===== config.mk =====
export PLATFORM = sky130hd
export DESIGN_NAME = montgomery_domain_enter
export DESIGN_NICKNAME = d
export VERILOG_FILES = /design/src/rtl/mont_pkg.sv /design/src/rtl/mod_double_step.sv /design/src/rtl/montgomery_domain_enter.sv
export SDC_FILE = /design/constraint.sdc
export NUM_CORES = 1
export LEC_CHECK = 0
export BUFFER_PORTS_ARGS = -buffer_cell sky130_fd_sc_hd__buf_4
export CORE_UTILIZATION = 45
export CTS_CLUSTER_DIAMETER = 80
export DETAILED_ROUTE_END_ITERATION = 6
export PLACE_DENSITY = 0.66
export RECOVER_POWER = 25
export REMOVE_ABC_BUFFERS = 1
export SKIP_LAST_GASP = 1
export SYNTH_ARGS = -nofsm -noshare
export SYNTH_HDL_FRONTEND = slang
export SYNTH_SLANG_ARGS = --single-unit
export TNS_END_PERCENT = 100

===== constraint.sdc =====
create_clock -name clk_i -period 3.7 [get_ports clk_i]
set_clock_uncertainty 0.1 [all_clocks]
set_input_delay 0.185 -clock clk_i [delete_from_list [all_inputs] [get_ports clk_i]]
set_output_delay 0.185 -clock clk_i [all_outputs]
set_load 0.01 [all_outputs]

===== src/rtl/mont_pkg.sv =====
// Shared Montgomery-domain definitions: FSM state encoding and default
// datapath width used by the domain-entry converter and its helpers.
package mont_pkg;

  // Default operand/modulus width for the Montgomery datapath.
  localparam int MONT_WIDTH = 64;

  // Domain-entry converter control states.
  typedef enum logic [1:0] {
    IDLE  = 2'd0,
    SHIFT = 2'd1,
    DONE  = 2'd2
  } mont_enter_state_t;

endpackage : mont_pkg


===== src/rtl/mod_double_step.sv =====
// Combinational modular doubling: dbl = (2*acc) mod m, assuming acc < m.
// Widths are WIDTH+1 so the doubled value never overflows before the
// conditional subtract. Reusable for an R^2 precompute block.
module mod_double_step
  import mont_pkg::*;
#(
  parameter int WIDTH = MONT_WIDTH
) (
  input  logic [WIDTH:0]   acc_i,
  input  logic [WIDTH-1:0] m_i,
  output logic [WIDTH:0]   dbl_o
);

  logic [WIDTH:0] dbl_raw;
  logic [WIDTH:0] m_ext;

  // acc < m < 2^WIDTH, so the shift into WIDTH+1 bits is lossless.
  assign dbl_raw = acc_i << 1;
  assign m_ext   = {1'b0, m_i};

  // 2*acc < 2m, so a single conditional subtract restores acc < m.
  assign dbl_o = (dbl_raw >= m_ext) ? (dbl_raw - m_ext) : dbl_raw;

endmodule : mod_double_step


===== src/rtl/montgomery_domain_enter.sv =====
// Montgomery domain entry: result = x * 2^k mod m, k = bit length of m.
// One modular doubling per clock, no multipliers, so it never competes
// with the multiplier pipeline for DSP resources. Illegal moduli or bit
// lengths are rejected immediately with an err-qualified valid pulse.
module montgomery_domain_enter
  import mont_pkg::*;
#(
  parameter int WIDTH = MONT_WIDTH,
  parameter int CNT_W = $clog2(WIDTH + 1)
) (
  input  logic             clk_i,
  input  logic             rst_ni,
  input  logic             start_i,
  input  logic [WIDTH-1:0] x_i,
  input  logic [WIDTH-1:0] m_i,
  input  logic [WIDTH-1:0] m_bl_i,
  output logic             busy_o,
  output logic [WIDTH-1:0] result_o,
  output logic             valid_o,
  output logic             err_o
);

  localparam logic [WIDTH-1:0] MAX_BL  = WIDTH'(WIDTH);
  localparam logic [CNT_W-1:0] CNT_ONE = CNT_W'(1);

  mont_enter_state_t state_q, state_d;

  logic [WIDTH:0]   acc_q;
  logic [WIDTH-1:0] m_q;
  logic [CNT_W-1:0] cnt_q;

  logic             req_legal;
  logic             accept;
  logic [WIDTH:0]   x_ext;
  logic [WIDTH:0]   m_ext;
  logic [WIDTH:0]   x_red;
  logic [WIDTH:0]   acc_dbl;

  // An odd modulus is necessarily nonzero, so m_i[0] covers both checks.
  assign req_legal = m_i[0] && (m_bl_i != '0) && (m_bl_i <= MAX_BL);
  assign accept    = (state_q == IDLE) && start_i && req_legal;

  // Contract allows x in [0, 2m); one subtract brings it under m.
  assign x_ext = {1'b0, x_i};
  assign m_ext = {1'b0, m_i};
  assign x_red = (x_ext >= m_ext) ? (x_ext - m_ext) : x_ext;

  assign busy_o = (state_q != IDLE);

  mod_double_step #(
    .WIDTH (WIDTH)
  ) u_dbl (
    .acc_i (acc_q),
    .m_i   (m_q),
    .dbl_o (acc_dbl)
  );

  // State register.
  always_ff @(posedge clk_i or negedge rst_ni) begin
    if (!rst_ni) state_q <= IDLE;
    else         state_q <= state_d;
  end

  // Next-state: k doubling edges in SHIFT, then one DONE edge to publish.
  always_comb begin
    state_d = state_q;
    unique case (state_q)
      IDLE:    if (accept) state_d = SHIFT;
      SHIFT:   if (cnt_q == CNT_ONE) state_d = DONE;
      DONE:    state_d = IDLE;
      default: state_d = IDLE;
    endcase
  end

  // Operand latches, accumulator, counter and registered outputs.
  always_ff @(posedge clk_i or negedge rst_ni) begin
    if (!rst_ni) begin
      acc_q    <= '0;
      m_q      <= '0;
      cnt_q    <= '0;
      result_o <= '0;
      valid_o  <= 1'b0;
      err_o    <= 1'b0;
    end else begin
      valid_o <= 1'b0;
      err_o   <= 1'b0;
      unique case (state_q)
        IDLE: begin
          if (start_i) begin
            if (req_legal) begin
              m_q   <= m_i;
              acc_q <= x_red;
              cnt_q <= m_bl_i[CNT_W-1:0];
            end else begin
              result_o <= '0;
              valid_o  <= 1'b1;
              err_o    <= 1'b1;
            end
          end
        end
        SHIFT: begin
          acc_q <= acc_dbl;
          cnt_q <= cnt_q - CNT_ONE;
        end
        DONE: begin
          result_o <= acc_q[WIDTH-1:0];
          valid_o  <= 1'b1;
        end
        default: ;
      endcase
    end
  end

endmodule : montgomery_domain_enter


==> run summary, run 1 <==
Largest net degree at the start of global routing - 108
Detailed Route WL - 76.7 mm
Post-Route Setup TNS - 0 ns
Area post-placement - 22100 um^2
Fin crit share - 99.9%
Critical-path maximum fanout - 7
Worst setup margin - 0.00542 ns
Drt first pass iters - 6
Drc violations - 0
WP data arrival - 4.08 ns
Critical path's top delay family - compound AO/OA/AOI/OAI gates
Gpl congestion - 1.00
Core area - 38800 um^2
Maximum clock rate - 271 MHz
Commonest non-fill, non-tap cell in the layout - buf_4
Initial Util - 45.8%
Grt total ovfl - 0
CTS Sinks - 203
Via density - 5.93
Die area - 40300 um^2
Leakage Power - 11.0 nW
Register area share after synthesis - 28.6%
Failing checks - capacitance limit, slew limit
Placement Setup Slack - -0.413 ns
Antenna violations before repair - 1
Setup Viol. Count Final - 0
Number of synthesized flops with an enable pin - 0
Skew-Pair Late Insertion Delay - 0.57 ns
Hold Path Class - input port to flop
CP Launch Type - input port
Cts bufs inserted - 26
Share of layout cells above drive strength 1 - 22.7%
Crit path time final - 3.69 ns
Mapped Area - 17800 um^2
Kind of critical path - input port to flop
First-pass GRT wire length - 117 mm
Vias - 20700
Die Y - 201 um
Measured slew at the worst slew-check pin - 3.10 ns
RSZ-0062 raised after global routing - true
Synth cell types - 81
Synthesis Warnings - 0
Cells after Synth - 2410
Detail Route Antenna Nets - 0
Post-DP HPWL - 59.9 mm
CTS Root Cell - clkbuf_16
Critical Path RT - 4.08 ns
I/O pin cnt - 262
Area Growth Syn to Fin - 37.5%
Drt initial violations - 2128
WL per Instance - 21.9 um
Clk slew on worst S/H paths - 0.07 ns
Critical Path Max Stage Delay - 0.65 ns
Asr flop ratio synth - 100%
CTS tree - yes
Final hold violations - 0
Finished layout cell area - 24400 um^2
Die Width - 201 um
Max_cap viols - 1
Rel. slew slack - -107%
Core Rows - 72
Status - complete, but fails checks
Cell chain of the critical path - dlygate4sd3_1, buf_4, ha_1, nand2_1, o21ai_0, a21oi_1, o31ai_1, a31oi_1, o41ai_1, buf_4, xnor2_1, o21ai_1, o21ai_0, a21oi_1
Peak VDD IR - 0.424 mV
Slowest CP cell - o31ai_1
Top_reg_cell synth - dfrtp_1
Min Hold Slack - 0.0221 ns
Fin. max-slew vios - 106
Most frequent cells in the layout - buf_4 (536), nand2_1 (416), o21ai_0 (272)
CTS Buffer Depth - 3
PortBufs - 261
Critical Path End Type - flop
Syn_area_per_cell - 7.37 um^2
Total number of H-tree levels - 1
Nets - 3285
Synth Register Bits - 203
Buf/Inv on CP - 3
Cell Pwr Density - 725 nW/um^2
Vias in the first global route - 20400
GRT Resource Usage Total - 37.1%
## power breakdown
part,switching [mW],internal (mW),total (mW),leakage [nW]
combinational,6.29,5.07,11.4,8.16
clock,1.13,1.77,2.90,0.461
sequential,0.584,2.88,3.47,2.37
## metal layers
metal	GRT usage (%)	share of wire, %
met5	0	0
met1	50.6	43
met2	60.0	45
met3	5.26	8.1
met4	12.8	3.6
## state kept, by name, indices dropped and copies added (netlist names)
name / flops
valid_o: 1
result_o: 64
acc_q: 64
err_o: 1
m_q: 64
cnt_q: 7
state_q: 2
## through the flow
step / utilization, % / total power, mW / cells
3_5_place_dp: 56.9 / 14.2 / 3334
2_1_floorplan: - / 9.61 / 2264
3_3_place_gp: 56.9 / 14.0 / 3334
6_report: 62.9 / 17.7 / 3497
4_1_cts: 62.2 / 17.2 / 3488
5_1_grt: 62.9 / 18.8 / 3496
## timing repair
item | in CTS | in global routing
hold buffers | 104 | 0
setup endpoints to repair | 7 | 64
gates resized for setup | 2 | 64
endpoints found under the hold margin | 207 | 0
setup buffers | 2 | 8
cloned | 0 | 0
pin swaps | 2 | 12
## Yosys cell counts, types with 6 or more instances
| cell type | count | area share (%) |
|---|---|---|
| buf_1 | 7 | 0.15 |
| a31oi_1 | 22 | 0.77 |
| dfrtp_1 | 203 | 29 |
| xnor2_1 | 68 | 3.4 |
| a211oi_1 | 31 | 1.3 |
| nand2_1 | 418 | 8.8 |
| nand4_1 | 69 | 2.4 |
| and2_1 | 8 | 0.28 |
| or3_1 | 10 | 0.35 |
| a21o_1 | 49 | 2.1 |
| nand3_1 | 31 | 0.87 |
| nor2_1 | 129 | 2.7 |
| nor4_1 | 25 | 0.88 |
| inv_1 | 177 | 3.7 |
| o31ai_1 | 9 | 0.38 |
| ha_1 | 130 | 9.2 |
| o22ai_1 | 22 | 0.77 |
| clkbuf_1 | 102 | 2.2 |
| o21ai_0 | 281 | 7.9 |
| mux2i_1 | 18 | 1.0 |
| o21ai_1 | 47 | 1.3 |
| xor2_1 | 46 | 2.3 |
| nor2b_1 | 10 | 0.35 |
| a21oi_1 | 221 | 6.2 |
| buf_2 | 24 | 0.68 |
| o21a_1 | 11 | 0.46 |
| nor3_1 | 28 | 0.79 |
| o211ai_1 | 37 | 1.6 |
| buf_4 | 9 | 0.38 |
| and3_1 | 6 | 0.21 |
| a221oi_1 | 10 | 0.49 |
| o21bai_1 | 44 | 1.9 |
| nand2b_1 | 13 | 0.46 |
## cell type report
| type | count | area [um^2] |
|---|---|---|
| Timing Repair Buffer | 666 | 5340 |
| Antenna cell | 1 | 2.50 |
| Inverter | 177 | 664 |
| Tap cell | 518 | 648 |
| Clock inverter | 18 | 277 |
| Sequential cell | 203 | 5080 |
| Multi-Input combinational cell | 1884 | 11700 |
| Clock buffer | 30 | 687 |
| Fill cell | 3457 | 14400 |
## cell families after synthesis
kind of cell,after synthesis,synth area share (%)
flops,203,28.6
buf+inv,323,7.28
fa+ha+maj,132,9.38
mux,25,1.48
simple gates,770,19.2
compound gates,843,28.5
xor+xnor,114,5.62
## worst min-delay path, stage by stage
cell and delay [ns]:
buf_4 0.13, inv_1 0.05, mux2i_1 0.07, o211ai_1 0.11, o211ai_1 0.10
## worst paths after layout
path                                start            to  slack (ns)  cells after the start
worst min-delay path              x_i[58]     acc_q[58]        0.02                      5
worst min register to register    m_q[62]       m_q[62]        0.38                      2
worst max register to register  acc_q[15]     acc_q[63]        0.10                     14
min in group asynchronous          rst_ni       m_q[11]        1.04                      2
worst max-delay path              x_i[16]     acc_q[42]       0.005                     14
max in group asynchronous          rst_ni  result_o[63]        0.61                      2
No activity file was read; power rests on OpenSTA's default activity.
==> inputs of run 2 (changes only) <==
- BUFFER_PORTS_ARGS: -buffer_cell sky130_fd_sc_hd__buf_4 -> default
- CORE_UTILIZATION: 45 -> 35
- DONT_BUFFER_PORTS: default -> 1
- PLACE_DENSITY: 0.66 -> 0.5
==> run 2 against run 1 <==
Net effect:
- the flow finishes with violations (hold timing)
- sequential cell count did not move
- global-route usage fell by 7.1 points
- register-to-register slack barely moved
- final cell count rose by 0.23%
- critical path depth fell by 1
- die area rose by 28%
- worst setup slack improved by 0.057 ns
- utilization fell by 16 points
- sequential power fell by 2%
- cell area fell by 3.6%
- largest cell class unchanged
==> run summary, run 2 (synthesis results as in run 1) <==
Status - complete, but fails checks
Failing checks - hold timing
Critical Path RT - 4.10 ns (+0.02 ns)
Largest net degree at the start of global routing - 204 (+89%)
Core Rows - 82 (+14%)
DR WL met3 - 5.53 mm (-11%)
Clk slew on worst S/H paths - 0.06 ns (about the same)
Share of layout cells above drive strength 1 - 17.7% (-5.0 points)
First-pass GRT wire length - 118 mm (+1.1%)
Antenna violations before repair - 2 (+1)
Commonest non-fill, non-tap cell in the layout - nand2_1
Kind of critical path - input port to flop
Cts bufs inserted - 28 (+7.7%)
Skew-Pair Late Insertion Delay - 0.59 ns (+0.02 ns)
Drt first pass iters - 6 (unchanged)
Metal-1 WL - 35.4 mm (+7.5%)
Die Y - 227 um (+13%)
I/O pin cnt - 262 (unchanged)
Max_cap viols - 0 (-1)
Fin. max-slew vios - 0 (-100%)
Final hold violations - 203 (+203)
Vias - 19700 (-5.2%)
Area Growth Syn to Fin - 32.5%
Measured slew at the worst slew-check pin - 0.973 ns (-2.13 ns)
Via density - 5.61 (-5.4%)
Vias in the first global route - 19700 (-3.3%)
CTS Sinks - 203 (unchanged)
Post-DP HPWL - 61.2 mm (+2.3%)
Rel. slew slack - 35.0% (+140 points)
Hold Path Class - input port to async pin
GRT Resource Usage Total - 30.0% (-7.1 points)
Grt total ovfl - 0 (unchanged)
Nets - 3136 (-4.5%)
Critical Path End Type - flop
Largest regs - acc_q (64), m_q (64), result_o (64)
CTS tree - yes
Core area - 50100 um^2 (+29%)
WL per Instance - 22.5 um (+2.6%)
Setup Viol. Count Final - 0 (unchanged)
Routed wl met2 - 35.6 mm (+2.5%)
WP data arrival - 4.04 ns (-0.04 ns)
Flop2flop setup slack - 0.09 ns (about the same)
Drc violations - 0 (unchanged)
Critical-path maximum fanout - 8 (+1)
Peak VDD IR - 0.400 mV (-5.5%)
Crit path time final - 3.64 ns (-0.0567 ns)
PortBufs - 0 (-100%)
Maximum clock rate - 275 MHz (+1.6%)
RSZ-0062 raised after global routing - true
Min Hold Slack - -0.814 ns (-0.836 ns)
Drt initial violations - 1410 (-34%)
Initial Util - 35.5% (-10 points)
CTS Buffer Depth - 3 (unchanged)
Most frequent cells in the layout - nand2_1 (416), buf_4 (364), o21ai_0 (276)
Total number of H-tree levels - 1 (unchanged)
Detailed Route WL - 78.9 mm (+2.9%)
Die area - 51700 um^2 (+28%)
CTS Root Cell - clkbuf_16
Max layer used - met4
CP Launch Type - input port
Post-layout util - 47.0% (-16 points)
Gpl congestion - 0.952 (-5.1%)
Fin crit share - 98.3% (-1.5 points)
Leakage Power - 10.3 nW (-6.2%)
Die Width - 227 um (+13%)
Detail Route Antenna Nets - 0 (unchanged)
Post-Route Setup TNS - 0 ns (unchanged)
Cell Pwr Density - 758 nW/um^2 (+4.4%)
run 2: cell count changes in the layout (fill, tap and decap cells not counted), sizes merged:
cell / before / now
buf: 548 / 375
bufinv: 6 / 2
clkbuf: 44 / 39
clkinv: 6 / 7
clkinvlp: 3 / 2
diode: 1 / 2
dlygate4sd3: 104 / 138
inv: 180 / 179
nor2: 130 / 132
run 2: stage by stage:
step                hold slack [ns]  setup slack (ns)  std cells  power (mW)  area (um^2)
floorplan                    -0.211             -3.09       2264        9.61        17100
global route                 -0.833           -0.0323       3504        19.0        23500
finish                       -0.814            0.0621       3505        17.8        23600
global placement             -0.204            -0.377       3306        14.4        20900
detailed placement           -0.205            -0.352       3306        14.4        20900
CTS                          -0.818           -0.0431       3494        17.5        23200
run 2: worst paths after layout:
path                       depth (start not counted)           end  startpoint
setup / recovery                                  13     acc_q[55]     m_i[19]
hold / removal                                     0  result_o[56]      rst_ni
setup reg to reg                                  15     acc_q[55]   acc_q[27]
hold reg to reg                                    2       m_q[12]     m_q[12]
max in group asynchronous                          0     acc_q[13]      rst_ni
min in group clk_i                                 5      acc_q[1]      x_i[1]
run 2: timing repair:
item,CTS,global route
pin swaps,2,12
cloned,0,2
endpoints found under the setup margin,6,60
resized for setup,2,55
hold buffers,136,2
hold endpoints to repair,335,204
setup buffers,0,5
run 2: layout make-up:
type	count	area, um^2
antenna	2	5.00
clock buffer	39	803
clock inverter	13	134
fill	5168	26500
inverter	177	664
multi-input combinational	1886	11700
sequential	203	5080
tap	672	841
timing repair buffer	513	4320
run 2: worst max-delay path, stage by stage:
cell           delay [ns]
dlygate4sd3_1        0.53
inv_1                0.05
ha_1                 0.36
nand4_1              0.23
or4_4                0.62
buf_4                0.15
or4_1                0.62
o2111ai_4            0.21
nor2_4               0.17
buf_4                0.19
nor2_2               0.32
a221oi_1             0.16
a21oi_1              0.22
run 2: layer usage:
metal / vias up / global-route usage (%)
met5: - / 0
met4: 0 / 8.77
met3: 141 / 4.26
met2: 770 / 48.5
met1: 9402 / 41.4
li1: 9356 / -
run 2: where the power goes:
group	switching (mW)	internal [mW]	leakage (nW)
combinational	6.36	5.26	7.48
sequential	0.526	2.88	2.37
clock	1.15	1.66	0.460
total	8.04	9.80	10.3
==> inputs of run 3 (changes only) <==
- CELL_PAD_IN_SITES_DETAIL_PLACEMENT: default -> 1
- CELL_PAD_IN_SITES_GLOBAL_PLACEMENT: default -> 2
- PLACE_DENSITY: 0.5 -> 0.78
==> run 3 against run 2 <==
Net effect:
- the flow finishes with violations (hold timing, setup timing)
- non-clock buffer count is 30 lower
- combinational power is 5% higher
- critical endpoint is now acc_q[58]
- worst hold slack better by 0.019 ns
- register-to-register slack worse by 0.095 ns
- utilization is 0.19 points lower
- final cell count is 1.0% lower
==> run summary, run 3 (synthesis results as in run 1) <==
Status - complete, but fails checks
Failing checks - hold timing, setup timing
Worst setup margin - -0.00517 ns (-0.0673 ns)
Initial Util - 35.5% (unchanged)
Gpl congestion - 0.962 (+1.0%)
Number of fill cells - 6233 (+21%)
GRT Resource Usage Total - 32.0% (+2.0 points)
Detail Route Antenna Nets - 0 (unchanged)
Critical Path End - acc_q[58]
R2R cell count - 15 (unchanged)
Commonest non-fill, non-tap cell in the layout - nand2_1
Vias - 19900 (+0.92%)
Critical Path End Type - flop
Leakage Power - 10.2 nW (-1.1%)
Setup Viol. Count Final - 1 (+1)
Drc violations - 0 (unchanged)
Die area - 51700 um^2 (unchanged)
Fin crit share - 100% (+1.8 points)
Via density - 5.72 (+1.9%)
Total number of H-tree levels - 1 (unchanged)
Cts bufs inserted - 26 (-7.1%)
Peak VDD IR - 0.500 mV (+25%)
Most frequent cells in the layout - nand2_1 (416), buf_4 (334), o21ai_0 (267)
CTS Sinks - 203 (unchanged)
Skew-Pair Late Insertion Delay - 0.58 ns (about the same)
Finished Layout Cells - 3470 (-1.0%)
Vias in the first global route - 20400 (+3.6%)
Grt total ovfl - 0 (unchanged)
Final hold violations - 203 (unchanged)
Clk slew on worst S/H paths - 0.07 ns (about the same)
Maximum clock rate - 270 MHz (-1.8%)
Crit path from - m_q[4]
CP Launch Type - flop
Min Hold Slack - -0.795 ns (+0.0191 ns)
Core area - 50100 um^2 (unchanged)
Core Rows - 82 (unchanged)
Detailed Route WL - 84.8 mm (+7.5%)
Critical R2R Launch - m_q[4]
First-pass GRT wire length - 126 mm (+6.5%)
Fin. max-slew vios - 0 (unchanged)
Placed cell count - 3267 (-1.2%)
CTS Root Cell - clkbuf_16
Kind of critical path - flop to flop
Flop2flop setup slack - -0.005 ns (-0.10 ns)
Rel. slew slack - 39.9% (+4.9 points)
Antenna violations before repair - 2 (unchanged)
Power Total - 18.2 mW (+2.2%)
Max_cap viols - 0 (unchanged)
Drt first pass iters - 7 (+1)
PortBufs - 0 (unchanged)
Cts hold-fix bufs - 130 (-4.4%)
Post-DP HPWL - 65.3 mm (+6.6%)
Critical R2R Capture - acc_q[58]
Drt initial violations - 1214 (-14%)
Crit path time final - 3.71 ns (+0.0673 ns)
RSZ-0062 raised after global routing - true
CTS Buffer Depth - 3 (unchanged)
Largest regs - acc_q (64), m_q (64), result_o (64)
Placement Setup Slack - -0.299 ns (+0.0530 ns)
CTS tree - yes
Die Width - 227 um (unchanged)
Share of layout cells above drive strength 1 - 17.9% (+0.19 points)
Post-layout util - 46.8% (-0.19 points)
Critical-path maximum fanout - 5 (-3)
Critical Path RT - 4.09 ns (about the same)
Area Growth Syn to Fin - 32.0%
Die Y - 227 um (unchanged)
Measured slew at the worst slew-check pin - 0.898 ns (-0.0753 ns)
Nets - 3103 (-1.1%)
WP data arrival - 4.10 ns (+0.06 ns)
I/O pin cnt - 262 (unchanged)
Hold Path Class - input port to async pin
Largest net degree at the start of global routing - 204 (unchanged)
Cell Pwr Density - 777 nW/um^2 (+2.6%)
WL per Instance - 24.4 um (+8.5%)
[run 3: cell type report]
class	count	area [um^2]	share of cell area [%]
Antenna cell	2	5.00	0.0213
Timing Repair Buffer	483	4190	17.9
Tap cell	672	841	3.59
Clock inverter	11	92.6	0.395
Clock buffer	37	773	3.30
Multi-Input combinational cell	1885	11800	50.3
Sequential cell	203	5080	21.7
Inverter	177	664	2.83
[run 3: report_power, final]
group | total [mW] | switching [mW] | internal, mW
clock network | 2.65 | 1.13 | 1.52
registers | 3.41 | 0.528 | 2.88
logic | 12.2 | 6.76 | 5.40
total | 18.2 | 8.42 | 9.80
[run 3: repair_timing]
item / CTS / global route
hold endpoints to repair: 332 / 203
buffers inserted: 3 / 15
cloned: 1 / 4
pin swaps: 3 / 30
setup endpoints to repair: 35 / 56
resized for setup: 10 / 84
[run 3: layer usage]
| metal | track usage [%] | share of wire (%) | up-vias |
|---|---|---|---|
| met5 | 0 | 0.015 | - |
| met4 | 9.70 | 3.4 | 2 |
| met3 | 3.41 | 5.3 | 132 |
| met2 | 52.0 | 46 | 598 |
| met1 | 44.5 | 46 | 9854 |
| li1 | - | - | 9264 |
[run 3: critical path, cell delays in order (launching register included)]
cell      delay, ns
dfrtp_1        0.39
inv_2          0.08
ha_4           0.22
a21o_1         0.20
a31oi_2        0.20
a21oi_2        0.10
a311o_1        0.42
o21ai_2        0.21
or3b_4         0.44
a41oi_4        0.22
buf_12         0.16
buf_12         0.13
and2_1         0.38
buf_4          0.18
a22oi_1        0.06
o211ai_1       0.14
[run 3: stage by stage]
step	TNS, ns	area (um^2)
finish	-0.00517	23500
global route	-0.585	23500
CTS	0	22900
detailed placement	-4.03	20600
global placement	-2.14	20600
floorplan	-167.08	17100
[run 3: worst min path at each step]
stage                      start      endpoint  slack, ns  depth (start not counted)
final                     rst_ni  result_o[56]      -0.79                          0
after global routing      rst_ni       valid_o      -0.80                          0
after CTS                 rst_ni  result_o[54]      -0.82                          0
after detailed placement  rst_ni  result_o[56]      -0.21                          0
after global placement    rst_ni       valid_o      -0.21                          0
after floorplan           rst_ni      acc_q[0]      -0.21                          0
